`src/rtl/sram_arb_pkg.sv`:
```
// sram_arb_pkg: shared widths, arbiter state encoding and client request record
// Contents: BITS/WORD_DEPTH/ADDR_WIDTH defaults, arb_state_e, req_t {we, addr, wdata, wmask}
package sram_arb_pkg;
  localparam int BITS = 64;
  localparam int WORD_DEPTH = 16384;
  localparam int ADDR_WIDTH = 14;
  typedef enum logic [1:0] {ARB_RESET, ARB_INIT, ARB_RUN} arb_state_e;
  typedef struct packed {
    logic                  we;
    logic [ADDR_WIDTH-1:0] addr;
    logic [BITS-1:0]       wdata;
    logic [BITS-1:0]       wmask;
  } req_t;
endpackage

```
`src/rtl/sram_arb_rr2.sv`:
```
// sram_arb_rr2: two-way round-robin grant with a one-bit priority pointer
// Ports: clk, rst (sync, active high), valid[1:0] requests in, grant[1:0] one-hot grant out
module sram_arb_rr2 (
  input  logic       clk,
  input  logic       rst,
  input  logic [1:0] valid,
  output logic [1:0] grant
);
  logic ptr_q, ptr_d;
  always_comb begin
    grant = (valid == 2'b11) ? (ptr_q ? 2'b10 : 2'b01) : valid;
    ptr_d = |grant ? grant[0] : ptr_q;
  end
  always_ff @(posedge clk) begin
    if (rst) ptr_q <= 1'b0;
    else ptr_q <= ptr_d;
  end
endmodule

```
`src/rtl/sram_1rw_arbiter.sv`:
```
// sram_1rw_arbiter: shares one 1RW SRAM macro between two valid/ready clients with round-robin arbitration
// Ports: clk, rst (sync, active high); per client rN_valid/ready/we/addr/wdata/wmask and rN_rsp_valid/rsp_data;
//        init_done; macro pins sram_ce/we/addr/wd/wmask out, sram_rd (registered read data) in.
// Build option: define SRAM_ARB_INIT_EN to zero-fill the whole array after every reset.
module sram_1rw_arbiter
  import sram_arb_pkg::*;
#(
  parameter int BITS       = sram_arb_pkg::BITS,
  parameter int WORD_DEPTH = sram_arb_pkg::WORD_DEPTH,
  parameter int ADDR_WIDTH = sram_arb_pkg::ADDR_WIDTH
) (
  input  logic                  clk,
  input  logic                  rst,
  input  logic                  r0_valid,
  output logic                  r0_ready,
  input  logic                  r0_we,
  input  logic [ADDR_WIDTH-1:0] r0_addr,
  input  logic [BITS-1:0]       r0_wdata,
  input  logic [BITS-1:0]       r0_wmask,
  output logic                  r0_rsp_valid,
  output logic [BITS-1:0]       r0_rsp_data,
  input  logic                  r1_valid,
  output logic                  r1_ready,
  input  logic                  r1_we,
  input  logic [ADDR_WIDTH-1:0] r1_addr,
  input  logic [BITS-1:0]       r1_wdata,
  input  logic [BITS-1:0]       r1_wmask,
  output logic                  r1_rsp_valid,
  output logic [BITS-1:0]       r1_rsp_data,
  output logic                  init_done,
  output logic                  sram_ce,
  output logic                  sram_we,
  output logic [ADDR_WIDTH-1:0] sram_addr,
  output logic [BITS-1:0]       sram_wd,
  output logic [BITS-1:0]       sram_wmask,
  input  logic [BITS-1:0]       sram_rd
);
  arb_state_e state_q, state_d;
  req_t req0, req1, g;
  logic [1:0] valid, grant;
  logic active, ce;
  logic rsp_pending_q, rsp_pending_d, rsp_owner_q, rsp_owner_d;
  logic [ADDR_WIDTH-1:0] addr_q, addr_d;
`ifdef SRAM_ARB_INIT_EN
  logic [ADDR_WIDTH-1:0] cnt_q, cnt_d;
  logic init_busy;
`endif
  sram_arb_rr2 u_rr2 (.clk(clk), .rst(rst), .valid(valid), .grant(grant));
  always_comb begin
`ifdef SRAM_ARB_INIT_EN
    state_d = state_q == ARB_RESET ? ARB_INIT :
              (state_q == ARB_INIT && cnt_q == ADDR_WIDTH'(WORD_DEPTH - 1)) ? ARB_RUN : state_q;
    cnt_d = state_q == ARB_INIT ? cnt_q + 1'b1 : '0;
    init_busy = !rst && state_q == ARB_INIT;
    active = !rst && state_q == ARB_RUN;
`else
    // Without the sweep the array is usable from the first cycle out of reset.
    state_d = ARB_RUN;
    active = !rst && state_q != ARB_INIT;
`endif
    req0 = {r0_we, r0_addr, r0_wdata, r0_wmask};
    req1 = {r1_we, r1_addr, r1_wdata, r1_wmask};
    valid = active ? {r1_valid, r0_valid} : 2'b00;
    g = grant[1] ? req1 : req0;
    ce = |grant;
    sram_ce = ce;
    sram_we = ce & g.we;
    sram_wd = ce ? g.wdata : '0;
    sram_wmask = ce ? g.wmask : '0;
    sram_addr = rst ? '0 : ce ? g.addr : addr_q;
`ifdef SRAM_ARB_INIT_EN
    if (init_busy) begin
      sram_ce = 1'b1;
      sram_we = 1'b1;
      sram_wd = '0;
      sram_wmask = '1;
      sram_addr = cnt_q;
    end
`endif
    addr_d = sram_addr;
    rsp_pending_d = ce & ~g.we;
    rsp_owner_d = grant[1];
    r0_ready = grant[0];
    r1_ready = grant[1];
    r0_rsp_valid = !rst && rsp_pending_q && !rsp_owner_q;
    r1_rsp_valid = !rst && rsp_pending_q && rsp_owner_q;
    r0_rsp_data = sram_rd;
    r1_rsp_data = sram_rd;
    init_done = active;
  end
  always_ff @(posedge clk) begin
    if (rst) begin
      state_q <= ARB_RESET;
      addr_q <= '0;
      rsp_pending_q <= 1'b0;
      rsp_owner_q <= 1'b0;
    end else begin
      state_q <= state_d;
      addr_q <= addr_d;
      rsp_pending_q <= rsp_pending_d;
      rsp_owner_q <= rsp_owner_d;
    end
  end
`ifdef SRAM_ARB_INIT_EN
  always_ff @(posedge clk) begin
    if (rst) cnt_q <= '0;
    else cnt_q <= cnt_d;
  end
`endif
endmodule

```
`config.mk`:
```
export PLATFORM = sky130hd
export DESIGN_NAME = sram_1rw_arbiter
export DESIGN_NICKNAME = d
export VERILOG_FILES = /design/src/rtl/sram_arb_pkg.sv /design/src/rtl/sram_arb_rr2.sv /design/src/rtl/sram_1rw_arbiter.sv
export SDC_FILE = /design/constraint.sdc
export NUM_CORES = 1
export LEC_CHECK = 0
export BUFFER_PORTS_ARGS = -buffer_cell sky130_fd_sc_hd__buf_2
export CAP_MARGIN = 20
export CELL_PAD_IN_SITES_DETAIL_PLACEMENT = 0
export CELL_PAD_IN_SITES_GLOBAL_PLACEMENT = 1
export CORE_AREA = 2 2 248 250
export CTS_CLUSTER_SIZE = 24
export DETAILED_ROUTE_END_ITERATION = 16
export DIE_AREA = 0 0 250 252
export PLACE_DENSITY_LB_ADDON = 0.1
export SLEW_MARGIN = 20
export SYNTH_ARGS = -nofsm -noshare
export SYNTH_HDL_FRONTEND = slang
export SYNTH_SLANG_ARGS = --single-unit
```
`constraint.sdc`:
```
create_clock -name clk -period 2.1 [get_ports clk]
set_clock_uncertainty 0.05 [all_clocks]
set_input_delay 0.525 -clock clk [delete_from_list [all_inputs] [get_ports clk]]
set_output_delay 0.525 -clock clk [all_outputs]
set_load 0.03 [all_outputs]
```
After elaboration in Yosys (flattened, before gate mapping) --
Index checks and enable logic that the tools add are counted.
Cells by class: add/subtract/negate cells 0, multiply operators 0, divide/modulo/power cells 0, order comparisons 0, equal/unequal tests 2, shift-type cells 0, muxes and demuxes 9, bitwise logic cells 3, reduce and logical (&&, ||, !) cells 7
Operators with widths (number):
- $mux 143 | 1
- $mux 64 | 2
- $mux 14 | 2
- $mux 2 | 4
- $logic_and 1x1->1 | 4
- $and 1x1->1 | 2
- $eq 2x2->1 const B | 1
- $logic_not 1->1 | 2
- $ne 2x1->1 const B | 1
- $reduce_or 2->1 | 1
- $not 1->1 | 1
Word-level totals: flip-flop bits (word level) 19, bits in latches 0, RAM bits 0, memory bits (read-only) 0, input port bits 354, output and inout port bits 277, memories 0

Depth between registers and ports, before layout --
Gate-level depths: netlist (run 1).
depth after elaboration 8, depth in mapped cells 7, depth with buffers taken out 4

Modules after synthesis --
From an unflattened synthesis (run 1), not the netlist that was laid out.
Unflattened totals: cells, all modules 386, area, all modules 3245.6 µm²
Modules (own cells, without submodules):
- sram_1rw_arbiter | instances 1, cells an instance 380, area an instance 3195.6 µm², sequential area each 320.3 µm²
- sram_arb_rr2 | instances 1, cells an instance 6, area an instance 50.0 µm², sequential area each 20.0 µm²

Worst setup path before layout (run 1) --
Ideal clock, no wire load.
path type input to output, start in rst, end out sram_wd[26], arrival 1.922 ns, data required time 1.525 ns, setup slack -0.397 ns, stages on the path 6, buffers on the path 3, path through buf_2 -> inv_1 -> o21ai_1 -> buf_2 -> clkbuf_1 -> a21oi_1
Between the ends: cells in the longest elaborated chain, start to end 7, elaborated cells between the ends (all ways) 8, classes of those cells eq/ne: 1; mux: 4; reduce/logical: 3
RTL lines:
- from (decl) | line sram_1rw_arbiter.sv:13 | input logic rst,
- $logic_not 1->1 (*) | line sram_1rw_arbiter.sv:59 | active = !rst && state_q != ARB_INIT;
- $logic_and 1x1->1 (*) | line sram_1rw_arbiter.sv:59
- via init_done | line sram_1rw_arbiter.sv:30 | output logic init_done,
- $mux 2 (*) | line sram_1rw_arbiter.sv:63 | valid = active ? {r1_valid, r0_valid} : 2'b00;
- $eq 2x2->1 | line sram_arb_rr2.sv:11 | grant = (valid == 2'b11) ? (ptr_q ? 2'b10 : 2'b01) : valid;
- $mux 2 (*) | line sram_arb_rr2.sv:11
- $mux 143 or $reduce_or 2->1 (tied branches) | line sram_1rw_arbiter.sv:64, sram_1rw_arbiter.sv:65
- $mux 64 (*) | line sram_1rw_arbiter.sv:68 | sram_wd = ce ? g.wdata : '0;
- to (decl) | line sram_1rw_arbiter.sv:34 | output logic [BITS-1:0] sram_wd,
The timed path passes the listed nets; every way through them passes the cells marked *.

Final worst setup path (run 1) --
start in r1_valid, end out sram_wmask[16]
Between the ends: cells in the longest elaborated chain, start to end 5, elaborated cells between the ends (all ways) 6, classes of those cells eq/ne: 1; mux: 4; reduce/logical: 1
RTL lines:
- from (decl) | line sram_1rw_arbiter.sv:22 | input logic r1_valid,
- $mux 2 (*) | line sram_1rw_arbiter.sv:63
- $eq 2x2->1 | line sram_arb_rr2.sv:11
- $mux 2 (*) | line sram_arb_rr2.sv:11
- $mux 143 or $reduce_or 2->1 (tied branches) | line sram_1rw_arbiter.sv:64, sram_1rw_arbiter.sv:65
- $mux 64 (*) | line sram_1rw_arbiter.sv:69 | sram_wmask = ce ? g.wmask : '0;
- to (decl) | line sram_1rw_arbiter.sv:35 | output logic [BITS-1:0] sram_wmask,
Every way passes the cells marked *; elsewhere a longest branch is shown, timed or not.

==> reports/metrics.csv, run 1 <==
stage,metric,value,unit
outcome,status,"complete, but fails checks",
outcome,failing checks,negative setup slack,
setup_path,crit path max fanout,6,
sta,period utilisation layout,111,%
setup_path,"Critical Path, Cell by Cell",buf_12 -> nor2b_4 -> buf_12 -> buf_12 -> buf_12 -> clkbuf_16 -> nand3_4 -> a21oi_2 -> buf_6,
floorplanning,# IOs,631,
setup_path,crit path kind,input port to primary output,
sta,actual slew at the worst max-slew pin,0.392,ns
floorplanning,row count,90,
yosys,Seq cells post-synth,17,
power,static leakage,4.69,nW
place,HPWL Detailed,25700,um
clock_network,Worst-path clk slew,0.05,ns
yosys,Syn Std Cell Area,4190,um^2
sta,Max Clk Rate,428,MHz
grt,initial antenna violation count,5,
setup_path,slowest CP cell,nor2b_4,
power,Seq pwr share,9.2,%
power,sw frac,46.4,%
worst_hold_path,Hold/Removal Path Class,register to register,
clock_network,clock root cell,clkbuf_16,
setup_path,crit start category,input port,
yosys,distinct cell type count after synthesis,23,
grt,grt ovf,0,
setup_path,Critical Path End Type,primary output,
grt,total track usage,12.0,%
clock_network,CTS max path bufs,2,
place,GPL Wtd Cong,0.724,
detailed_routing,Vias,6870,
detailed_routing,Pre-antenna DRT Iters,4,
sta,Setup-failing EPs final,145,
power,power share of the combinational group,80.6,%
floorplanning,DIE WIDTH,250,um
detailed_routing,1st-iter DRT viols,190,
detailed_routing,routed wire length,41300,um
sta,post-layout min period,2.34,ns
final_layout,fin util,20.8,%
place,pre-CTS WS,-0.428,ns
clock_network,H-tree level count,1,
detailed_routing,DR WL/cell,22.0,um
job,Max-cap violations,0,
detailed_routing,DRC,0,
grt,largest net degree at the start of global routing,22,
setup_path,FF-to-FF Start,u_rr2.ptr_q,
power,Pint,2.12,mW
clock_network,Clock Latency Late Sink,0.26,ns
setup_path,critical path's most frequent cell,buf_12,
yosys,YS warnings,0,
setup_path,CP Launch Point,r1_valid,
clock_network,TritonCTS clock tree,yes,
power,Worst IR Drop VDD,0.000221,V
power,Clock power frac,10.2,%
final_layout,Layout area overhead,198,%
sta,post-route setup slack,-0.238,ns
yosys,"area leader, netlist",buf_4,
sta,"Slew Viols, Final",0,
sta,Worst slew margin,73.2,%
floorplanning,Initial Util,6.97,%
worst_hold_path,startpoint of the worst hold path,addr_q[7],
yosys,Synth top area share,23.3,%
sta,Final Hold Fails,0,
final_layout,# nets final,1450,
detailed_routing,vias per cell,3.65,
place,PortBufs,438,
setup_path,Worst EP required,1.52,ns
grt,vias in the first global route,7359,
yosys,Mapped Nets,1041,
yosys,Syn Inst Count,687,
yosys,post-synthesis sequential area ratio,8.12,%
sta,unrepaired setup endpoints after global routing,true,
clock_network,TritonCTS Buffers,3,
grt,first-pass GRT wire length,54700,um
clock_network,clock net sink count,17,
floorplanning,full die area,63000,um^2
detailed_routing,Routed Antenna Nets,0,
yosys,synth top area cells,"buf_4 23%, a21oi_1 16%, nand3_1 15%",
power,total chip power,3.96,mW
setup_path,Arrival @ worst endpoint,1.76,ns
final_layout,Layout fillers,6665,
power,NetSw,1.84,mW
power,Power Dens Cells,317,nW/um^2
floorplanning,Core ar.,60100,um^2
yosys,Avg Inst Size Synth,6.10,um^2
setup_path,Max stage delay on crit path,0.18,ns
final_layout,share of layout cells above drive strength 1,86.4,%
floorplanning,chip height,252,um
## power groups by stage
stage,logic [mW],registers [mW],clock network (mW)
4_1_cts,2.97,0.365,0.433
6_report,3.19,0.365,0.405
3_3_place_gp,1.99,0.373,0
3_5_place_dp,1.96,0.371,0
2_1_floorplan,1.50,0.364,0
5_1_grt,3.37,0.368,0.446
## layout by cell type, fill, tap and decap left out, types with 2 or more instances in the layout
cell,netlist,layout
buf_12,0,59
nor2b_4,1,2
clkbuf_16,0,15
dfxtp_1,17,16
diode_2,0,4
a2111oi_1,2,3
buf_16,0,35
nand3_2,0,41
buf_6,3,157
a2111oi_0,12,5
a21oi_4,0,39
o21ai_0,129,18
buf_2,39,290
buf_8,0,8
nand3_1,129,17
a21oi_2,0,90
a221o_1,28,20
nand3_4,0,71
o21ai_2,0,40
a221o_2,0,8
o21ai_1,1,50
inv_1,17,15
and3_1,2,2
a2111oi_2,0,6
buf_4,130,52
o21ai_4,0,22
## critical path: cells and delay by family
kind / cells / cell delay, ns
and+or+nand+nor: 2 / 0.25
buffers and inverters: 6 / 0.81
AOI/OAI and AO/OA: 1 / 0.16
## final timing paths
path | to | slack (ns) | depth (start not counted)
worst max-delay path | sram_wmask[16] | -0.24 | 9
worst min-delay path | addr_q[7] | 0.44 | 1
worst max register to register | addr_q[0] | 0.39 | 8
worst min register to register | addr_q[7] | 0.44 | 1
## cells in the mapped netlist
master     number
nand2b_1        2
inv_1          17
a2111oi_0      12
a211oi_1        1
o21ai_0       129
nor2b_4         1
a2111oi_1       2
clkbuf_1       38
nor3_2          1
a21oi_1       130
or2b_1          1
nor2b_1         1
a221o_1        28
and3_1          2
nor2_2          1
nor2_1          1
o21ai_1         1
nor3b_1         1
nand3_1       129
dfxtp_1        17
buf_2          39
buf_6           3
buf_4         130
## final cells by class
class                           instances  area, um^2  share of cell area (%)
Timing Repair Buffer                  614        6210                    49.7
Multi-Input combinational cell        443        4790                    38.4
Tap cell                              782         978                    7.84
Sequential cell                        17         342                    2.74
Clock buffer                            3        75.1                   0.602
Inverter                               17        70.1                   0.562
Antenna cell                            4        10.0                  0.0802
Clock inverter                          1        5.00                  0.0401
## repair_timing
item / in CTS / in global routing
buffers inserted: 42 / 8
cloned: 33 / 12
endpoints found under the setup margin: 145 / 145
hold endpoints to repair: 0 / 0
hold buffers: 0 / 0
resized for setup: 622 / 179
pin swaps: 97 / 140
## metal layers
metal | global-route usage [%] | vias up | share of wire (%)
met5 | 0 | - | 0
met4 | 3.42 | 0 | 2.9
met3 | 2.40 | 73 | 5.6
li1 | - | 3232 | -
met1 | 13.5 | 3263 | 38
met2 | 22.6 | 302 | 53
## through the flow
step | area (um^2) | hold WS (ns) | instances | setup TNS [ns]
after floorplan | 4960 | 0.407 | 687 | -20.11
after global placement | 7950 | 0.427 | 1790 | -44.66
after detailed placement | 7950 | 0.425 | 1790 | -44.78
after CTS | 11400 | 0.440 | 1866 | -27.77
after global routing | 12500 | 0.459 | 1880 | -31.95
final | 12500 | 0.440 | 1881 | -23.64
## registers in the layout, summed over array words and instances (netlist names)
name and count:
addr_q 14, rsp_owner_q 1, rsp_pending_q 1, u_rr2.ptr_q 1
## cell families (layout without fill, tap and decap cells)
logic type | after synthesis | in the layout | synth area share, %
compound gates | 303 | 303 | 40.9
buf+inv | 227 | 635 | 33.7
simple gates | 140 | 140 | 17.3
flops | 17 | 17 | 8.12
other cells | 0 | 4 | 0
No activity file was read; power rests on OpenSTA's default activity.
==> inputs of run 2 (changes only) <==
Clock period 2.1 ns to 2.76 ns, I/O delays scaled along.
==> run 2 against run 1 <==
Net effect: the flow now finishes without violations; clock power shrank 22%; largest cell class unchanged; combinational power shrank 51%; highest routed layer is now met5; via count shrank 5.9%; largest power group unchanged; first-iteration DRC count grew 24%; critical path depth shrank 1; cell area shrank 34%; flip-flop and latch count is the same; sequential share of layout area grew 1.4 points; global-route usage shrank 2.0 points.
==> reports/metrics.csv, run 2 (same netlist as run 1, synthesis figures left out) <==
stage,metric,value,unit
sta,actual slew at the worst max-slew pin,0.640,ns
outcome,status,"complete, no violations",
power,static leakage,3.56,nW
setup_path,Critical Path End Type,primary output,
setup_path,FF-to-FF Start,u_rr2.ptr_q,
final_layout,"commonest non-fill, non-tap cells in the layout","341 x buf_2, 124 x o21ai_0, 122 x nand3_1",
detailed_routing,1st-iter DRT viols,235,
floorplanning,Initial Util,6.97,%
final_layout,fin cells,1811,
sta,Worst slew margin,57.2,%
floorplanning,DIE WIDTH,250,um
setup_path,CP Capture Point,sram_addr[7],
power,power share of the combinational group,72.5,%
power,Pint,1.12,mW
clock_network,TritonCTS Buffers,3,
job,Max-cap violations,0,
setup_path,Worst EP required,2.02,ns
final_layout,post-route cell area,8280,um^2
final_layout,"commonest non-fill, non-tap cell in the layout",buf_2,
clock_network,H-tree level count,1,
sta,unrepaired setup endpoints after global routing,true,
sta,period utilisation layout,98.1,%
grt,largest net degree at the start of global routing,51,
setup_path,crit path kind,input port to primary output,
floorplanning,row count,90,
clock_network,TritonCTS clock tree,yes,
power,total chip power,2.14,mW
clock_network,clock root cell,clkbuf_16,
setup_path,Crit Reg-Reg Endpoint,rsp_pending_q,
detailed_routing,DR WL/cell,20.1,um
place,GPL Wtd Cong,0.733,
setup_path,r2r worst-path depth,5,
sta,"Slew Viols, Final",0,
power,NetSw,1.02,mW
floorplanning,Core ar.,60100,um^2
setup_path,crit start category,input port,
place,dpl cells,1781,
grt,first-pass GRT wire length,46600,um
floorplanning,# IOs,631,
detailed_routing,Pre-antenna DRT Iters,5,
clock_network,Worst-path clk slew,0.06,ns
detailed_routing,Routed Antenna Nets,0,
power,Worst IR Drop VDD,0.000173,V
setup_path,CP Launch Point,r1_valid,
floorplanning,chip height,252,um
clock_network,CTS max path bufs,2,
final_layout,max reg flops,14,
setup_path,crit path max fanout,29,
place,HPWL Detailed,26700,um
power,sw frac,47.6,%
sta,Setup-failing EPs final,0,
final_layout,share of layout cells above drive strength 1,62.0,%
clock_network,hold buffers post-CTS,0,
final_layout,Biggest register,addr_q,
detailed_routing,routed wire length,36300,um
setup_path,R2R Setup Slk,1.35,ns
final_layout,Layout area overhead,97.6,%
sta,post-layout min period,2.71,ns
final_layout,Layout fillers,7119,
clock_network,clock net sink count,17,
grt,initial antenna violation count,6,
detailed_routing,DRC,0,
grt,total track usage,9.96,%
detailed_routing,vias per cell,3.57,
detailed_routing,Vias,6462,
setup_path,Arrival @ worst endpoint,1.97,ns
place,PortBufs,438,
final_layout,fin util,13.8,%
floorplanning,full die area,63000,um^2
sta,Max Clk Rate,369,MHz
worst_hold_path,Hold/Removal Path Class,register to register,
place,Placement Cell Area,7160,um^2
power,Clock power frac,14.6,%
grt,grt ovf,0,
clock_network,Clock Latency Late Sink,0.26,ns
grt,vias in the first global route,6484,
power,Power Dens Cells,259,nW/um^2
power,Seq pwr share,12.9,%
final_layout,# nets final,1380,
sta,Final Hold Fails,0,
## run 2: worst min-delay path by stage
stage | depth (start not counted) | from | end
6_report | 1 | addr_q[10] | addr_q[10]
5_1_grt | 1 | addr_q[0] | addr_q[0]
4_1_cts | 1 | addr_q[2] | addr_q[2]
3_5_place_dp | 1 | addr_q[2] | addr_q[2]
3_3_place_gp | 1 | addr_q[8] | addr_q[8]
2_1_floorplan | 1 | addr_q[3] | addr_q[3]
## run 2: timing repair
item,CTS,global route
gates resized for setup,95,116
cloned,3,9
setup endpoints to repair,124,141
pin swaps,3,9
buffers inserted,6,4
## run 2: per-stage QoR
stage | TNS [ns] | worst slack (ns) | hold slack, ns
after floorplan | -3.39 | -0.0670 | 0.407
after global placement | -10.39 | -0.373 | 0.430
after detailed placement | -6.35 | -0.334 | 0.423
after CTS | -0.730 | -0.0494 | 0.440
after global routing | -0.0671 | -0.0215 | 0.452
final | 0 | 0.0524 | 0.440
## run 2: critical path, stage by stage
cell and delay [ns]:
buf_6 0.11, buf_6 0.16, nand2b_4 0.11, buf_12 0.17
nor2_2 0.06, buf_12 0.15, a221o_1 0.31, buf_4 0.17
## run 2: power by group through the flow
| stage | sequential (mW) | combinational (mW) | clock, mW |
|---|---|---|---|
| after global routing | 0.278 | 1.66 | 0.335 |
| after detailed placement | 0.282 | 1.34 | 0 |
| after CTS | 0.277 | 1.45 | 0.324 |
| final | 0.276 | 1.55 | 0.314 |
| after global placement | 0.284 | 1.35 | 0 |
| after floorplan | 0.277 | 1.04 | 0 |
## run 2: per-layer routing
| metal | global-route usage [%] | part of all wire (%) | vias to the layer above | wire length [um] |
|---|---|---|---|---|
| li1 | - | - | 3051 | - |
| met1 | 11.0 | 38 | 3034 | 13900 |
| met2 | 19.0 | 53 | 302 | 19200 |
| met3 | 2.37 | 6.2 | 71 | 2250 |
| met4 | 2.51 | 2.5 | 4 | 913 |
| met5 | 0 | 0.066 | - | 24 |
## run 2: cell type report
type                       count  area [um^2]  share of cell area [%]
antenna                        4         10.0                   0.121
timing repair buffer         544         3960                    47.8
tap                          782          978                    11.8
sequential                    17          340                    4.11
clock buffer                   4         78.8                   0.952
inverter                      17         67.6                   0.816
multi-input combinational    443         2850                    34.4
==> inputs of run 3 (changes only) <==
Settings changed: RECOVER_POWER set to 100.
==> run 3 against run 2 <==
Net effect: worst hold slack unchanged; die area unchanged; critical path type unchanged; routed wire length about the same; clock-buffer cell count unchanged; core utilization unchanged; critical path depth up 1; combinational power about the same; via count up 0.25%; register-to-register slack about the same; sequential power about the same.
==> reports/metrics.csv, run 3 (same netlist as run 1, synthesis figures left out) <==
stage,metric,value,unit
outcome,status,"complete, no violations",
power,static leakage,3.56,nW
grt,met2 Track Usage GR,19.0,%
sta,Final Hold Fails,0,
setup_path,Critical Path End Type,primary output,
final_layout,Biggest register,addr_q,
place,HPWL Detailed,26700,um
clock_network,H-tree level count,1,
detailed_routing,Vias,6478,
grt,grt ovf,0,
power,total chip power,2.14,mW
sta,Worst slew margin,57.2,%
detailed_routing,Routed Antenna Nets,0,
final_layout,# nets final,1380,
detailed_routing,DRC,0,
setup_path,crit start category,input port,
detailed_routing,1st-iter DRT viols,235,
final_layout,"commonest non-fill, non-tap cells in the layout","341 x buf_2, 124 x o21ai_0, 122 x nand3_1",
sta,worst hold slack,0.440,ns
place,Placement Cell Area,7160,um^2
detailed_routing,DR WL/cell,20.1,um
clock_network,clock net sink count,17,
setup_path,crit path max fanout,22,
floorplanning,chip height,252,um
sta,actual slew at the worst max-slew pin,0.640,ns
floorplanning,Initial Util,6.97,%
power,Power Dens Cells,259,nW/um^2
place,PortBufs,438,
setup_path,Worst EP required,2.02,ns
clock_network,TritonCTS clock tree,yes,
detailed_routing,routed wire length,36300,um
power,Pint,1.12,mW
sta,Setup-failing EPs final,0,
floorplanning,row count,90,
final_layout,max reg flops,14,
sta,unrepaired setup endpoints after global routing,true,
power,Clock power frac,14.6,%
clock_network,CTS max path bufs,2,
job,Max-cap violations,0,
sta,Post-Route Setup TNS,0,ns
sta,Max Clk Rate,369,MHz
clock_network,Clock Latency Late Sink,0.26,ns
place,GPL Wtd Cong,0.733,
setup_path,R2R Setup Slk,1.35,ns
floorplanning,full die area,63000,um^2
power,NetSw,1.02,mW
grt,total track usage,9.96,%
setup_path,crit path kind,input port to primary output,
power,sw frac,47.6,%
clock_network,hold buffers post-CTS,0,
sta,post-layout min period,2.71,ns
grt,largest net degree at the start of global routing,51,
floorplanning,# IOs,631,
floorplanning,DIE WIDTH,250,um
detailed_routing,Pre-antenna DRT Iters,4,
clock_network,Worst-path clk slew,0.06,ns
sta,"Slew Viols, Final",0,
grt,met1 Usage GRT,11.0,%
worst_hold_path,Hold/Removal Path Class,register to register,
floorplanning,Core ar.,60100,um^2
detailed_routing,vias per cell,3.58,
final_layout,share of layout cells above drive strength 1,62.0,%
power,power share of the combinational group,72.5,%
sta,period utilisation layout,98.1,%
power,Worst IR Drop VDD,0.000173,V
final_layout,Layout area overhead,97.6,%
final_layout,post-route cell area,8280,um^2
final_layout,fin util,13.8,%
final_layout,"commonest non-fill, non-tap cell in the layout",buf_2,
grt,vias in the first global route,6484,
power,Seq pwr share,12.9,%
grt,first-pass GRT wire length,46600,um
setup_path,Arrival @ worst endpoint,1.97,ns
grt,most utilized layer in the global route result,met2,
clock_network,TritonCTS Buffers,3,
clock_network,clock root cell,clkbuf_16,
grt,met3 Use GR,2.37,%
grt,initial antenna violation count,6,
-- run 3: cell counts in the layout (fill, tap and decap cells not counted) --
No cell type changed its count.
-- run 3: worst paths after layout --
check | startpoint | end | cells after the start
setup reg to reg | u_rr2.ptr_q | rsp_pending_q | 5
hold / removal | addr_q[10] | addr_q[10] | 1
setup / recovery | rst | sram_wmask[42] | 9
hold reg to reg | addr_q[10] | addr_q[10] | 1
-- run 3: critical path: stages --
cell	delay [ns]
buf_6	0.11
buf_6	0.11
nor2b_4	0.12
buf_12	0.16
buf_12	0.12
clkbuf_16	0.19
nand3_1	0.09
a21oi_1	0.12
buf_2	0.23
-- run 3: routing by layer --
layer	vias to the layer above	part of all wire (%)
li1	3051	-
met1	3040	38
met3	75	6.4
met5	-	0.066
met2	308	53
met4	4	2.5
-- run 3: cell type report --
class | instances | area (um^2)
Antenna cell | 4 | 10.0
Clock buffer | 4 | 78.8
Fill cell | 7119 | 51900
Inverter | 17 | 67.6
Multi-Input combinational cell | 443 | 2850
Sequential cell | 17 | 340
Tap cell | 782 | 978
Timing Repair Buffer | 544 | 3960
-- run 3: power by group through the flow --
stage               combinational [mW]  sequential, mW  clock, mW
CTS                               1.45           0.277      0.324
floorplan                         1.04           0.277          0
finish                            1.55           0.276      0.314
global placement                  1.35           0.284          0
global route                      1.66           0.278      0.335
detailed placement                1.34           0.282          0
-- run 3: stage by stage --
stage | setup WS, ns | cells
2_1_floorplan | -0.0670 | 687
3_3_place_gp | -0.373 | 1780
3_5_place_dp | -0.334 | 1781
4_1_cts | -0.0494 | 1794
5_1_grt | -0.0215 | 1810
6_report | 0.0517 | 1811
-- run 3: what timing repair did --
item                       4_1_cts  5_1_grt
pin swaps                        3        9
gates resized for setup         95      116
buffers inserted                 6        4
setup endpoints to repair      124      141
gates cloned                     3        9
